## config.mk

```make
export PLATFORM = sky130hd
export DESIGN_NAME = interval_arbiter4_flat
export DESIGN_NICKNAME = d
export VERILOG_FILES = /design/src/rtl/interval_arbiter4_pkg.sv /design/src/rtl/interval_arbiter4_if.sv /design/src/rtl/interval_counter.sv /design/src/rtl/interval_arbiter4.sv /design/src/flat_wrapper.sv
export SDC_FILE = /design/constraint.sdc
export NUM_CORES = 1
export LEC_CHECK = 0
export ABC_CLOCK_PERIOD_IN_PS = 3200
export CAP_MARGIN = 20
export CORE_MARGIN = 4
export CORE_UTILIZATION = 50
export CTS_CLUSTER_DIAMETER = 30
export DETAILED_ROUTE_END_ITERATION = 10
export PLACE_DENSITY_LB_ADDON = 0.05
export SYNTH_ARGS = -nofsm -noshare
export SYNTH_HDL_FRONTEND = slang
export SYNTH_HIERARCHICAL = 1
export SYNTH_SLANG_ARGS = --single-unit
```

## constraint.sdc

```tcl
create_clock -name CLK -period 3.2 [get_ports CLK]
set_clock_uncertainty 0.2 [all_clocks]
set_input_delay 0.48 -clock CLK [delete_from_list [all_inputs] [get_ports CLK]]
set_output_delay 0.48 -clock CLK [all_outputs]
set_load 0.1 [all_outputs]
```

## src/rtl/interval_arbiter4_pkg.sv

```systemverilog
// Shared definitions for the interval_arbiter4 scheduler: FSM state encoding,
// requester count, default counter width and small arbitration helpers.
package interval_arbiter4_pkg;

    localparam int DEF_WIDTH = 4;
    localparam int NREQ      = 2;

    // 2'd3 is unused and recovers to IDLE in the FSM default branch.
    typedef enum logic [1:0] {
        IDLE = 2'd0,
        RUN  = 2'd1,
        FIN  = 2'd2
    } state_t;

    // Winner index: a lone requester wins, a tie goes to the favoured one.
    function automatic logic pick_winner(input logic [NREQ-1:0] req, input logic pri);
        case (req)
            2'b01:   return 1'b0;
            2'b10:   return 1'b1;
            default: return pri;
        endcase
    endfunction

    // One-hot grant vector for a requester index.
    function automatic logic [NREQ-1:0] onehot(input logic idx);
        return idx ? 2'b10 : 2'b01;
    endfunction

endpackage

```

## src/rtl/interval_arbiter4_if.sv

```systemverilog
// Request/grant bus between the requesters (master) and interval_arbiter4
// (slave). ABORT/ABORTED exist only when INTERVAL_ARBITER4_ABORT_EN is defined.
interface interval_arbiter4_if
    import interval_arbiter4_pkg::*;
#(
    parameter int WIDTH = DEF_WIDTH
);
    logic [NREQ-1:0]  REQ;
    logic [WIDTH-1:0] LEN0;
    logic [WIDTH-1:0] LEN1;
    logic [NREQ-1:0]  ACK;
    logic [NREQ-1:0]  GRANT;
    logic [NREQ-1:0]  DONE;
    logic             BUSY;
    logic [WIDTH-1:0] COUNT;
`ifdef INTERVAL_ARBITER4_ABORT_EN
    logic             ABORT;
    logic             ABORTED;
`endif

    modport master (
`ifdef INTERVAL_ARBITER4_ABORT_EN
        output ABORT,
        input  ABORTED,
`endif
        output REQ, LEN0, LEN1,
        input  ACK, GRANT, DONE, BUSY, COUNT
    );

    modport slave (
`ifdef INTERVAL_ARBITER4_ABORT_EN
        input  ABORT,
        output ABORTED,
`endif
        input  REQ, LEN0, LEN1,
        output ACK, GRANT, DONE, BUSY, COUNT
    );

endinterface

```

## src/rtl/interval_counter.sv

```systemverilog
// Shared interval counter datapath: WIDTH-bit register with incrementer and
// carry-out, synchronous clear that also loads the interval length, and a
// terminal flag raised on the last tick of the loaded interval.
module interval_counter
    import interval_arbiter4_pkg::*;
#(
    parameter int WIDTH = DEF_WIDTH
) (
    input  logic             clk_i,
    input  logic             rst_i,
    input  logic             clr_i,
    input  logic             en_i,
    input  logic [WIDTH-1:0] len_i,
    output logic [WIDTH-1:0] count_o,
    output logic             term_o
);
    logic [WIDTH-1:0] count_q;
    logic [WIDTH-1:0] count_d;
    logic [WIDTH-1:0] len_q;
    logic [WIDTH-1:0] sum;
    logic             carry;

    assign {carry, sum} = {1'b0, count_q} + {{WIDTH{1'b0}}, 1'b1};

    // Clear wins over increment; otherwise hold.
    always_comb begin
        count_d = count_q;
        if (clr_i) begin
            count_d = '0;
        end else if (en_i) begin
            count_d = sum;
        end
    end

    // Length zero means a full 2^WIDTH-tick interval: the last tick is the one
    // whose increment carries out of the register.
    assign term_o = (len_q == '0) ? carry : (count_q == (len_q - WIDTH'(1)));

    // Counter register, cleared immediately on reset.
    always_ff @(posedge clk_i or posedge rst_i) begin
        if (rst_i) begin
            count_q <= '0;
        end else begin
            count_q <= count_d;
        end
    end

    // Interval length is captured together with the clear at grant time.
    always_ff @(posedge clk_i) begin
        if (clr_i) begin
            len_q <= len_i;
        end
    end

    assign count_o = count_q;

endmodule

```

## src/rtl/interval_arbiter4.sv

```systemverilog
// interval_arbiter4: round-robin scheduler sharing one interval counter between
// two requesters. IDLE samples REQ and grants, RUN counts the interval, FIN
// pulses DONE for one cycle. Optional feature macro INTERVAL_ARBITER4_ABORT_EN
// adds ABORT (cut a running interval short) and ABORTED (flags such a DONE).
module interval_arbiter4
    import interval_arbiter4_pkg::*;
#(
    parameter int WIDTH = DEF_WIDTH
) (
    input  logic               CLK,
    input  logic               ASYNCRESET,
    interval_arbiter4_if.slave bus
);
    state_t           state_q;
    logic             pri_q;
    logic             owner_q;
    logic [NREQ-1:0]  ack_q;
    logic [NREQ-1:0]  grant_q;
    logic [NREQ-1:0]  done_q;
    logic             busy_q;

    logic             win;
    logic [WIDTH-1:0] len_win;
    logic             cnt_clr;
    logic             cnt_en;
    logic             cnt_term;
    logic             abort_w;

    assign win     = pick_winner(bus.REQ, pri_q);
    assign len_win = win ? bus.LEN1 : bus.LEN0;
    assign cnt_clr = (state_q == IDLE) && (|bus.REQ);
    assign cnt_en  = (state_q == RUN);

`ifdef INTERVAL_ARBITER4_ABORT_EN
    logic aborted_q;
    assign abort_w     = bus.ABORT;
    assign bus.ABORTED = aborted_q;
`else
    assign abort_w = 1'b0;
`endif

    interval_counter #(
        .WIDTH (WIDTH)
    ) u_counter (
        .clk_i   (CLK),
        .rst_i   (ASYNCRESET),
        .clr_i   (cnt_clr),
        .en_i    (cnt_en),
        .len_i   (len_win),
        .count_o (bus.COUNT),
        .term_o  (cnt_term)
    );

    // Arbiter FSM with registered handshake outputs and round-robin pointer.
    always_ff @(posedge CLK or posedge ASYNCRESET) begin
        if (ASYNCRESET) begin
            state_q   <= IDLE;
            pri_q     <= 1'b0;
            owner_q   <= 1'b0;
            ack_q     <= '0;
            grant_q   <= '0;
            done_q    <= '0;
            busy_q    <= 1'b0;
`ifdef INTERVAL_ARBITER4_ABORT_EN
            aborted_q <= 1'b0;
`endif
        end else begin
            ack_q     <= '0;
            done_q    <= '0;
`ifdef INTERVAL_ARBITER4_ABORT_EN
            aborted_q <= 1'b0;
`endif
            case (state_q)
                IDLE: begin
                    if (|bus.REQ) begin
                        owner_q <= win;
                        ack_q   <= onehot(win);
                        grant_q <= onehot(win);
                        busy_q  <= 1'b1;
                        state_q <= RUN;
                    end
                end
                RUN: begin
                    if (cnt_term || abort_w) begin
                        grant_q <= '0;
                        done_q  <= onehot(owner_q);
`ifdef INTERVAL_ARBITER4_ABORT_EN
                        aborted_q <= abort_w;
`endif
                        state_q <= FIN;
                    end
                end
                FIN: begin
                    pri_q   <= ~owner_q;
                    busy_q  <= 1'b0;
                    state_q <= IDLE;
                end
                default: begin
                    grant_q <= '0;
                    busy_q  <= 1'b0;
                    state_q <= IDLE;
                end
            endcase
        end
    end

    assign bus.ACK   = ack_q;
    assign bus.GRANT = grant_q;
    assign bus.DONE  = done_q;
    assign bus.BUSY  = busy_q;

endmodule
```

## src/flat_wrapper.sv

```systemverilog
// flat-port wrapper written by rule: the top's interface ports become plain ports
module interval_arbiter4_flat import interval_arbiter4_pkg::*;
#(
    parameter int WIDTH = DEF_WIDTH
)
  (CLK, ASYNCRESET, bus_REQ, bus_LEN0, bus_LEN1, bus_ACK, bus_GRANT, bus_DONE, bus_BUSY, bus_COUNT);
  interval_arbiter4_if #(.WIDTH(WIDTH)) bus_i ();
  input  logic CLK;
  input  logic ASYNCRESET;
  input wire logic [$bits(bus_i.REQ)-1:0] bus_REQ;
  input wire logic [$bits(bus_i.LEN0)-1:0] bus_LEN0;
  input wire logic [$bits(bus_i.LEN1)-1:0] bus_LEN1;
  output wire logic [$bits(bus_i.ACK)-1:0] bus_ACK;
  output wire logic [$bits(bus_i.GRANT)-1:0] bus_GRANT;
  output wire logic [$bits(bus_i.DONE)-1:0] bus_DONE;
  output wire logic [$bits(bus_i.BUSY)-1:0] bus_BUSY;
  output wire logic [$bits(bus_i.COUNT)-1:0] bus_COUNT;
  assign bus_i.REQ = bus_REQ;
  assign bus_i.LEN0 = bus_LEN0;
  assign bus_i.LEN1 = bus_LEN1;
  assign bus_ACK = bus_i.ACK;
  assign bus_GRANT = bus_i.GRANT;
  assign bus_DONE = bus_i.DONE;
  assign bus_BUSY = bus_i.BUSY;
  assign bus_COUNT = bus_i.COUNT;
  interval_arbiter4 #(.WIDTH(WIDTH)) u_core (.CLK(CLK), .ASYNCRESET(ASYNCRESET), .bus(bus_i));
endmodule
```

# --- Yosys cells after proc, flatten, opt, wreduce, memory -nomap -nowiden ---
# Cells that the tools add are included.
totals:
  word_cells: 49
  register_bits: 19
  mem_count: 0
  latchBits: 0
  ram_bits: 0
  rom_bits: 0
  output_inout_bits: 11
op_classes:
  multipliers: 0
  n_lt_le_gt_ge: 0
  shifts: 0
  div: 0
  bitwise: 3
  n_mux: 19
  add_sub_neg: 2
  n_eq_ne: 7
  reduce_logical: 9
op_table:
  columns: ["cell", "count"]
  rows:
  - ["2-bit two-way mux", 10]
  - ["4-bit two-way mux", 3]
  - ["2-bit one-hot mux with 3 select lines", 1]
  - ["2-bit AND reduction", 3]
  - ["4-bit by 1-bit adder with 5-bit output (second input constant)", 1]
  - ["2-bit by 1-bit equality test with 1-bit output (second input constant)", 2]
  - ["2-bit equality test (second input constant)", 2]
  - ["4-bit equality test", 1]
  - ["4-bit logical NOT", 1]
  - ["2-bit inequality test (second input constant)", 2]
  - ["1-bit one-hot mux with 2 select lines", 2]
  - ["2-bit one-hot mux with 2 select lines", 1]
  - ["4-bit by 1-bit subtractor with 4-bit output (second input constant)", 1]
  - ["1-bit NOT", 3]
  - ["3-bit AND reduction", 1]
  - ["2-bit logical NOT", 1]
  - ["1-bit two-way mux", 2]
  - ["2-bit nonzero test", 1]
  - ["2-bit OR reduction", 1]
  - ["1-bit logical AND", 1]

# --- Depth between registers and ports, before layout ---
# Gate-level depths: netlist of run 1.
depth:
  depth_word: 5
  depth_mapped: 9
  depth_no_buf: 9

# --- Hierarchy ---
# Netlist of run 1, hierarchy kept.
by_module_without_submodules:
  columns: ["module", "cells_per_inst", "area_each_um2", "instances", "seq_area_each_um2"]
  rows:
  - ["interval_arbiter4", 47, 540.5, 1, 275.3]
  - ["interval_counter", 36, 420.4, 1, 220.2]

# --- Worst setup path before layout of run 1 ---
# OpenSTA, ideal clock, no wires.
synth_timing:
  path_kind: "register to register"
  start: "register u_core.u_counter.count_q[0] (netlist: u_core/u_counter/count_o[0])"
  end: "register u_core.grant_q[1] (netlist: u_core/bus.GRANT[1])"
  t_required_ps: 2868
  setup_slack_ps: 1071
  t_arrival_ps: 1796
  path_buffers: 0
  stages_incl_launch_ff: 8
  path_cell_list: "dfrtp_1 xnor2_1 nor3_2 nand3_1 nand2_1 nor2b_1 a22oi_1 o21ai_0"
synth_between:
  elab_chain_cells: 4
  elab_cells_between_ends: 5
synth_lines:
  columns: ["element", "line", "rtl"]
  rows:
  - ["start: declaration", "interval_counter.sv:17", "logic [WIDTH-1:0] count_q;"]
  - ["start signal: assignment", "interval_counter.sv:44", "count_q <= count_d;"]
  - ["4-bit by 1-bit adder with 5-bit output or 4-bit equality test (tied branches)", "interval_counter.sv:23, interval_counter.sv:37", null]
  - ["1-bit two-way mux *", "interval_counter.sv:37", "assign term_o = (len_q == '0) ? carry : (count_q == (len_q - WIDTH'(1)));"]
  - ["named net u_core.cnt_term", "interval_arbiter4.sv:26", "logic cnt_term;"]
  - ["2-bit inequality test (no source line) *", null, null]
  - ["3-bit AND reduction (no source line) *", null, null]
  - ["end signal: assignment", "interval_arbiter4.sv:78", "grant_q <= onehot(win);"]
  - ["end: declaration", "interval_arbiter4.sv:18", "logic [NREQ-1:0] grant_q;"]
# Mark *: on every way through the listed nets, which the timed path passes. The rest lies on a longest branch.
# A chain may end at the register's enable or synchronous reset.

# --- Worst setup path in the final report of run 1 ---
layout_timing:
  start: "input port bus_REQ[1]"
  end: "register u_core.u_counter.len_q[2] (data pin)"
layout_between:
  elab_chain_cells: 3
  elab_cells_between_ends: 4
layout_lines:
  columns: ["element", "line", "rtl"]
  rows:
  - ["start: declaration", "flat_wrapper.sv:10", "input wire logic [$bits(bus_i.REQ)-1:0] bus_REQ;"]
  - ["2-bit equality test or 2-bit by 1-bit equality test with 1-bit output (tied branches)", "interval_arbiter4_pkg.sv:17", "case (req)"]
  - ["1-bit one-hot mux with 2 select lines *", "interval_arbiter4_pkg.sv:17", null]
  - ["4-bit two-way mux *", "interval_arbiter4.sv:30", "assign len_win = win ? bus.LEN1 : bus.LEN0;"]
  - ["named net u_core.len_win[2]", "interval_arbiter4.sv:23", "logic [WIDTH-1:0] len_win;"]
  - ["end signal: assignment", "interval_counter.sv:51", "len_q <= len_i;"]
  - ["end: declaration", "interval_counter.sv:19", "logic [WIDTH-1:0] len_q;"]
# Marks and branches as above.

==> results of run 1 <==
[metrics by stage]
step                instances  hold slack [ns]
floorplan                  83          0.04608
finish                    134           0.1694
global route              134           0.1748
global placement          130           0.2799
detailed placement        130           0.2781
CTS                       134           0.1710
[sequential cells by signal, indices dropped and copies added (netlist names)]
register / count
u_core/bus.BUSY: 1
u_core/bus.DONE: 2
u_core/pri_q: 1
u_core/bus.ACK: 2
u_core/bus.GRANT: 2
u_core/owner_q: 1
u_core/u_counter/len_q: 4
u_core/u_counter/count_o: 4
u_core/state_q: 2
[synth_stat cells]
library cell	number
mux2_2	4
nor3_2	1
and3_1	1
xnor2_1	5
dfrtp_1	15
and2_4	1
nand3b_1	1
and2b_2	1
ha_1	6
inv_1	8
nor2_1	6
o21ba_2	1
mux2i_1	2
or3_4	1
and2_1	1
nor2b_1	2
nor3_1	1
a21o_2	1
nand4_1	2
a22oi_1	1
o21ai_0	4
mux2i_2	1
edfxtp_1	4
nand2_1	4
nand3_1	2
o31ai_1	1
xor2_1	4
nor3b_1	1
clkinv_2	1
[layout make-up]
type	count	area share (%)
Inverter	9	2.887
Timing Repair Buffer	22	15.88
Multi-Input combinational cell	55	35.46
Sequential cell	19	40.82
Tap cell	25	2.577
Clock buffer	3	1.856
Clock inverter	1	0.5155
[how the worst min path moves through the flow]
stage / from / endpoint / slack, ns / depth (start not counted)
after floorplan: ASYNCRESET / u_core/u_counter/count_o[0] / 0.05 / 1
after global placement: u_core/owner_q / u_core/bus.DONE[0] / 0.28 / 1
after detailed placement: u_core/bus.BUSY / u_core/bus.BUSY / 0.28 / 1
after CTS: ASYNCRESET / u_core/u_counter/count_o[1] / 0.17 / 2
after global routing: ASYNCRESET / u_core/u_counter/count_o[1] / 0.17 / 2
final: ASYNCRESET / u_core/u_counter/count_o[1] / 0.17 / 2
[logic make-up (layout without fill, tap and decap cells)]
logic type / after synthesis / count (layout) / synth area share [%]
AOI/OAI and AO/OA: 8 / 8 / 5.600
buffers and inverters: 9 / 35 / 3.645
DFF: 19 / 19 / 51.56
adders and majority gates: 6 / 6 / 7.812
xor gates and xnor gates: 9 / 9 / 8.203
and+or+nand+nor: 25 / 25 / 14.97
muxes: 7 / 7 / 8.203
[metal layers]
metal	share of wire [%]	global-route usage (%)
met1	44	18.44
met2	48	23.01
met3	7.5	5.158
met4	0	2.620
met5	0	0
==> results_dict.tcl, run 1 <==
set metrics [dict create \
    post-cts-setup-buffers 0 \
    cts.repair.resized 0 \
    initial_core_util_pct 53.89 \
    fin_setup_tns_ns 0 \
    vias 654 \
    die_h_um 51.84 \
    final-hold-violation-count 0 \
    clkTransAtPathRegs_ns 0.12 \
    grt_pass1_vias 616 \
    viasPerCell 4.881 \
    n_fill_cell 150 \
    dpl.hpwl_um 1392 \
    num_antenna_cells 0 \
    setup_viol 0 \
    place.port_buffers 22 \
    grt_max_degree 13 \
    die_area_um2 2687 \
    layout_commonest_cell "dfrtp_1" \
    crit_start "bus_REQ[1]" \
    antenna_found_initial 0 \
    rsz0062_at_grt "false" \
    criticalPathCategory "primary input to register" \
    cp-end-kind "register" \
    place_ws_ns 0.5498 \
    gp_congestion 0.7890 \
    numCtsBuffers 3 \
    grt-ovfl-total 0 \
    path_delay_family "multiplexers" \
    min_path_type "primary input to async pin" \
    synth_cells 83 \
    crit_buf_inv 2 \
    final_cell_mix "15 x dfrtp_1, 11 x clkdlybuf4s50_1, 11 x buf_4, 8 x inv_1" \
    syn_area_um2 960.9 \
    cp.required_ns 3.05 \
    pin_count 23 \
    cts-root-buf "clkbuf_4" \
    design_area_um2 1214 \
    syn_area_per_cell_um2 11.58 \
    drt_iter0_drc 8 \
    finalCriticalPeriod_ns 2.313 \
    maxCapViolCount 0 \
    cts.htree.levels 1 \
    cp_data_arrival_time_ns 2.16 \
    critPathMaxFanout 6 \
    clk_latency_ns 0.30 \
    rrSetupSlack_ns 1.21 \
    fmax_mhz 432.4 \
    synth_cell_type_count 29 \
    drive_above_1_share_pct 24.77 \
    cts_tree "built" \
    crit_chain "clkdlybuf4s50_1, inv_1, ha_1, mux2i_2, mux2_2" \
    crit_cells 5 \
    drc_errors 0 \
    clockBufferDepth 2 \
    tightest_slew_ns 0.4237 \
    drt-total-wl_um 1736 \
    dieWidth_um 51.84 \
    core_area_um2 1783 \
    synth_fp_nets 101 \
    multi_input_area_um2 430.4 \
    fin_util_pct 68.07 \
    yosys_warnings 6 \
    layout.nets 128 \
    grt_usage_pct 14.25 \
    setup_ws_ns 0.8874 \
    ant_nets 0 \
    synth_top_area_cell "dfrtp_1" \
    holdBufCountCts 0 \
    firstDrtPassIters 4 \
    period_share_pct 72.27 \
    dpl_cell_area_um2 1185 \
    critPathLaunchType "primary input" \
    crit_end "u_core/u_counter/len_q[2]" \
    slowest_stage "clkdlybuf4s50_1" \
    grt_pass1_wl_um 2760 \
    yosysSeqAreaShare_pct 51.56 \
    area.growth.synth_to_final_pct 26.30 \
    register_area_um2 495.5 \
    synth-seq-cells 19 \
    netlist_top_cells_area "dfrtp_1 39%, edfxtp_1 13%, ha_1 7.8%, mux2_2 4.7%, xnor2_1 4.6%" \
    slowest_delay_ns 0.51 \
    cts.sinks 19 \
    r2r_start "u_core/u_counter/len_q[0]" \
    reg2reg_depth 9 \
    synth_top_area_share_pct 39.06 \
    wl_per_cell_um 12.96 \
    r2r_end "u_core/bus.GRANT[1]" \
    drv_slew 0 \
    status "completed" \
    row_count 15 \
    max_slew_margin_pct 71.72 \
]
Power of run 1 is left out: the tool's default activity adds up to more than one toggle a clock period on the data nets, which glitch-free logic cannot reach.
==> run 2, diff against run 1 <==
--- a/config.mk
+++ b/config.mk
@@ -5,10 +5,11 @@
 export SDC_FILE = /design/constraint.sdc
 export NUM_CORES = 1
 export LEC_CHECK = 0
-export ABC_CLOCK_PERIOD_IN_PS = 3200
+export ABC_CLOCK_PERIOD_IN_PS = 2100
 export CAP_MARGIN = 20
+export CORE_ASPECT_RATIO = 1.5
 export CORE_MARGIN = 4
-export CORE_UTILIZATION = 50
+export CORE_UTILIZATION = 43
 export CTS_CLUSTER_DIAMETER = 30
 export DETAILED_ROUTE_END_ITERATION = 10
 export PLACE_DENSITY_LB_ADDON = 0.05
==> constraint.sdc (replaced) <==
create_clock -name CLK -period 2.1 [get_ports CLK]
set_clock_uncertainty 0.2 [all_clocks]
set_input_delay 0.315 -clock CLK [delete_from_list [all_inputs] [get_ports CLK]]
set_output_delay 0.315 -clock CLK [all_outputs]
set_load 0.1 [all_outputs]
==> results_dict.tcl, run 2 (synthesis results as in run 1) <==
set metrics [dict create \
    finalCriticalPeriod_ns 2.045 \
    holdBufCountCts 0 \
    grt_pass1_wl_um 3270 \
    drt-total-wl_um 1954 \
    status "completed" \
    setup_viol 0 \
    criticalPathCategory "primary input to register" \
    cts.htree.levels 1 \
    p_per_area_nw_per_um2 1586 \
    drt_iter0_drc 23 \
    drv_slew 0 \
    gp_congestion 0.7659 \
    critPathMaxFanout 5 \
    area.growth.synth_to_final_pct 35.03 \
    num_antenna_cells 0 \
    clk_latency_ns 0.29 \
    vdd_drop_max_uv 890.8 \
    drive_above_1_share_pct 30.43 \
    grt_usage_pct 14.82 \
    crit_chain "clkdlybuf4s50_1, inv_1, ha_1, mux2i_2, mux2_2" \
    antenna_found_initial 0 \
    layout_commonest_cell "buf_4" \
    wl_per_cell_um 14.26 \
    clockBufferDepth 2 \
    cts_tree "built" \
    slowest_stage "clkdlybuf4s50_1" \
    vias 689 \
    rrSetupSlack_ns 0.11 \
    grt_max_degree 12 \
    grt-ovfl-total 0 \
    seq_power_share_pct 31.5 \
    r2r_end "u_core/bus.GRANT[1]" \
    place.port_buffers 22 \
    cts.repair.resized 0 \
    layout.nets 134 \
    tightest_slew_ns 0.4156 \
    power.switching_uw 1049 \
    finalPower_uw 2058 \
    reg2reg_depth 9 \
    fin_util_pct 62.47 \
    fmax_mhz 489.1 \
    grt_pass1_vias 779 \
    drc_errors 0 \
    final_cell_mix "14 x buf_4, 13 x dfrtp_1, 11 x clkdlybuf4s50_1, 8 x inv_1" \
    viasPerCell 5.029 \
    clockPowerShare_pct 8.7 \
    dpl.hpwl_um 1609 \
    r2r_start "u_core/u_counter/len_q[0]" \
    firstDrtPassIters 4 \
    cp.required_ns 1.95 \
    cp_data_arrival_time_ns 1.90 \
    path_delay_family "multiplexers" \
    final-hold-violation-count 0 \
    pin_count 23 \
    die_area_um2 3070 \
    min_path_type "primary input to async pin" \
    design_area_um2 1297 \
    critPathLaunchType "primary input" \
    dieWidth_um 46.60 \
    ant_nets 0 \
    die_h_um 65.90 \
    rsz0062_at_grt "false" \
    clkTransAtPathRegs_ns 0.11 \
    crit_buf_inv 2 \
    swShare_pct 51.00 \
    p_comb_share_pct 59.7 \
    p_int_uw 1008 \
    numCtsBuffers 3 \
    max_slew_margin_pct 72.26 \
    initial_core_util_pct 46.27 \
    slowest_delay_ns 0.47 \
    n_fill_cell 184 \
    row_count 20 \
    multi_input_area_um2 435.4 \
    cp-end-kind "register" \
    register_area_um2 498.0 \
    core_area_um2 2077 \
    cts-root-buf "clkbuf_4" \
    period_share_pct 97.36 \
    cts.sinks 19 \
    dpl_cell_area_um2 1266 \
    leakage_uw 0.0006099 \
    post-cts-setup-buffers 0 \
    maxCapViolCount 0 \
]
==> run 2: cell count changes in the layout (fill, tap and decap cells not counted), moves of 2 or more <==
cell	before	now
dfrtp_2	0	2
dfrtp_1	15	13
buf_12	0	3
buf_4	11	14
==> run 2: how the worst max path moves through the flow <==
stage                                start                         to  cells after the start
4_1_cts                         bus_REQ[1]  u_core/u_counter/len_q[3]                      5
3_5_place_dp                    bus_REQ[1]  u_core/u_counter/len_q[3]                      5
5_1_grt                         bus_REQ[1]  u_core/u_counter/len_q[3]                      5
2_1_floorplan  u_core/u_counter/count_o[3]        u_core/bus.GRANT[1]                      7
6_report                        bus_REQ[1]  u_core/u_counter/len_q[3]                      5
3_3_place_gp                    bus_REQ[1]  u_core/u_counter/len_q[2]                      5
==> run 2: final cells by class <==
cell class,count,share of cell area (%)
timing repair buffer,28,21.22
sequential,19,38.38
inverter,9,2.700
tap,22,2.122
clock buffer,4,2.025
multi-input combinational,55,33.56
==> run 2: power by group through the flow <==
stage / Sequential, uW / Combinational [uW] / Clock [uW]
5_1_grt: 671 / 1290 / 211
3_5_place_dp: 658 / 1240 / 0
3_3_place_gp: 651 / 1210 / 0
2_1_floorplan: 1130 / 401 / 0
4_1_cts: 650 / 1240 / 188
6_report: 649 / 1230 / 180
==> run 2: through the flow <==
stage	setup TNS [ns]	setup WS, ns	std cells	hold WS [ns]
2_1_floorplan	0	0.01648	83	-0.1191
4_1_cts	0	0.04526	137	0.02486
5_1_grt	0	0.01903	137	0.03315
3_5_place_dp	-1.153	-0.2725	133	0.2760
6_report	0	0.05549	137	0.02073
3_3_place_gp	-1.051	-0.2425	133	0.2793
==> run 2: per-layer routing <==
layer / part of all wire, % / up-vias / track usage, %
met5: 0 / - / 0
met4: 1.3 / 0 / 7.473
met3: 4.1 / 2 / 2.452
met2: 58 / 13 / 28.28
met1: 37 / 331 / 13.89
li1: - / 343 / -
No activity file was read; power rests on OpenSTA's default activity.
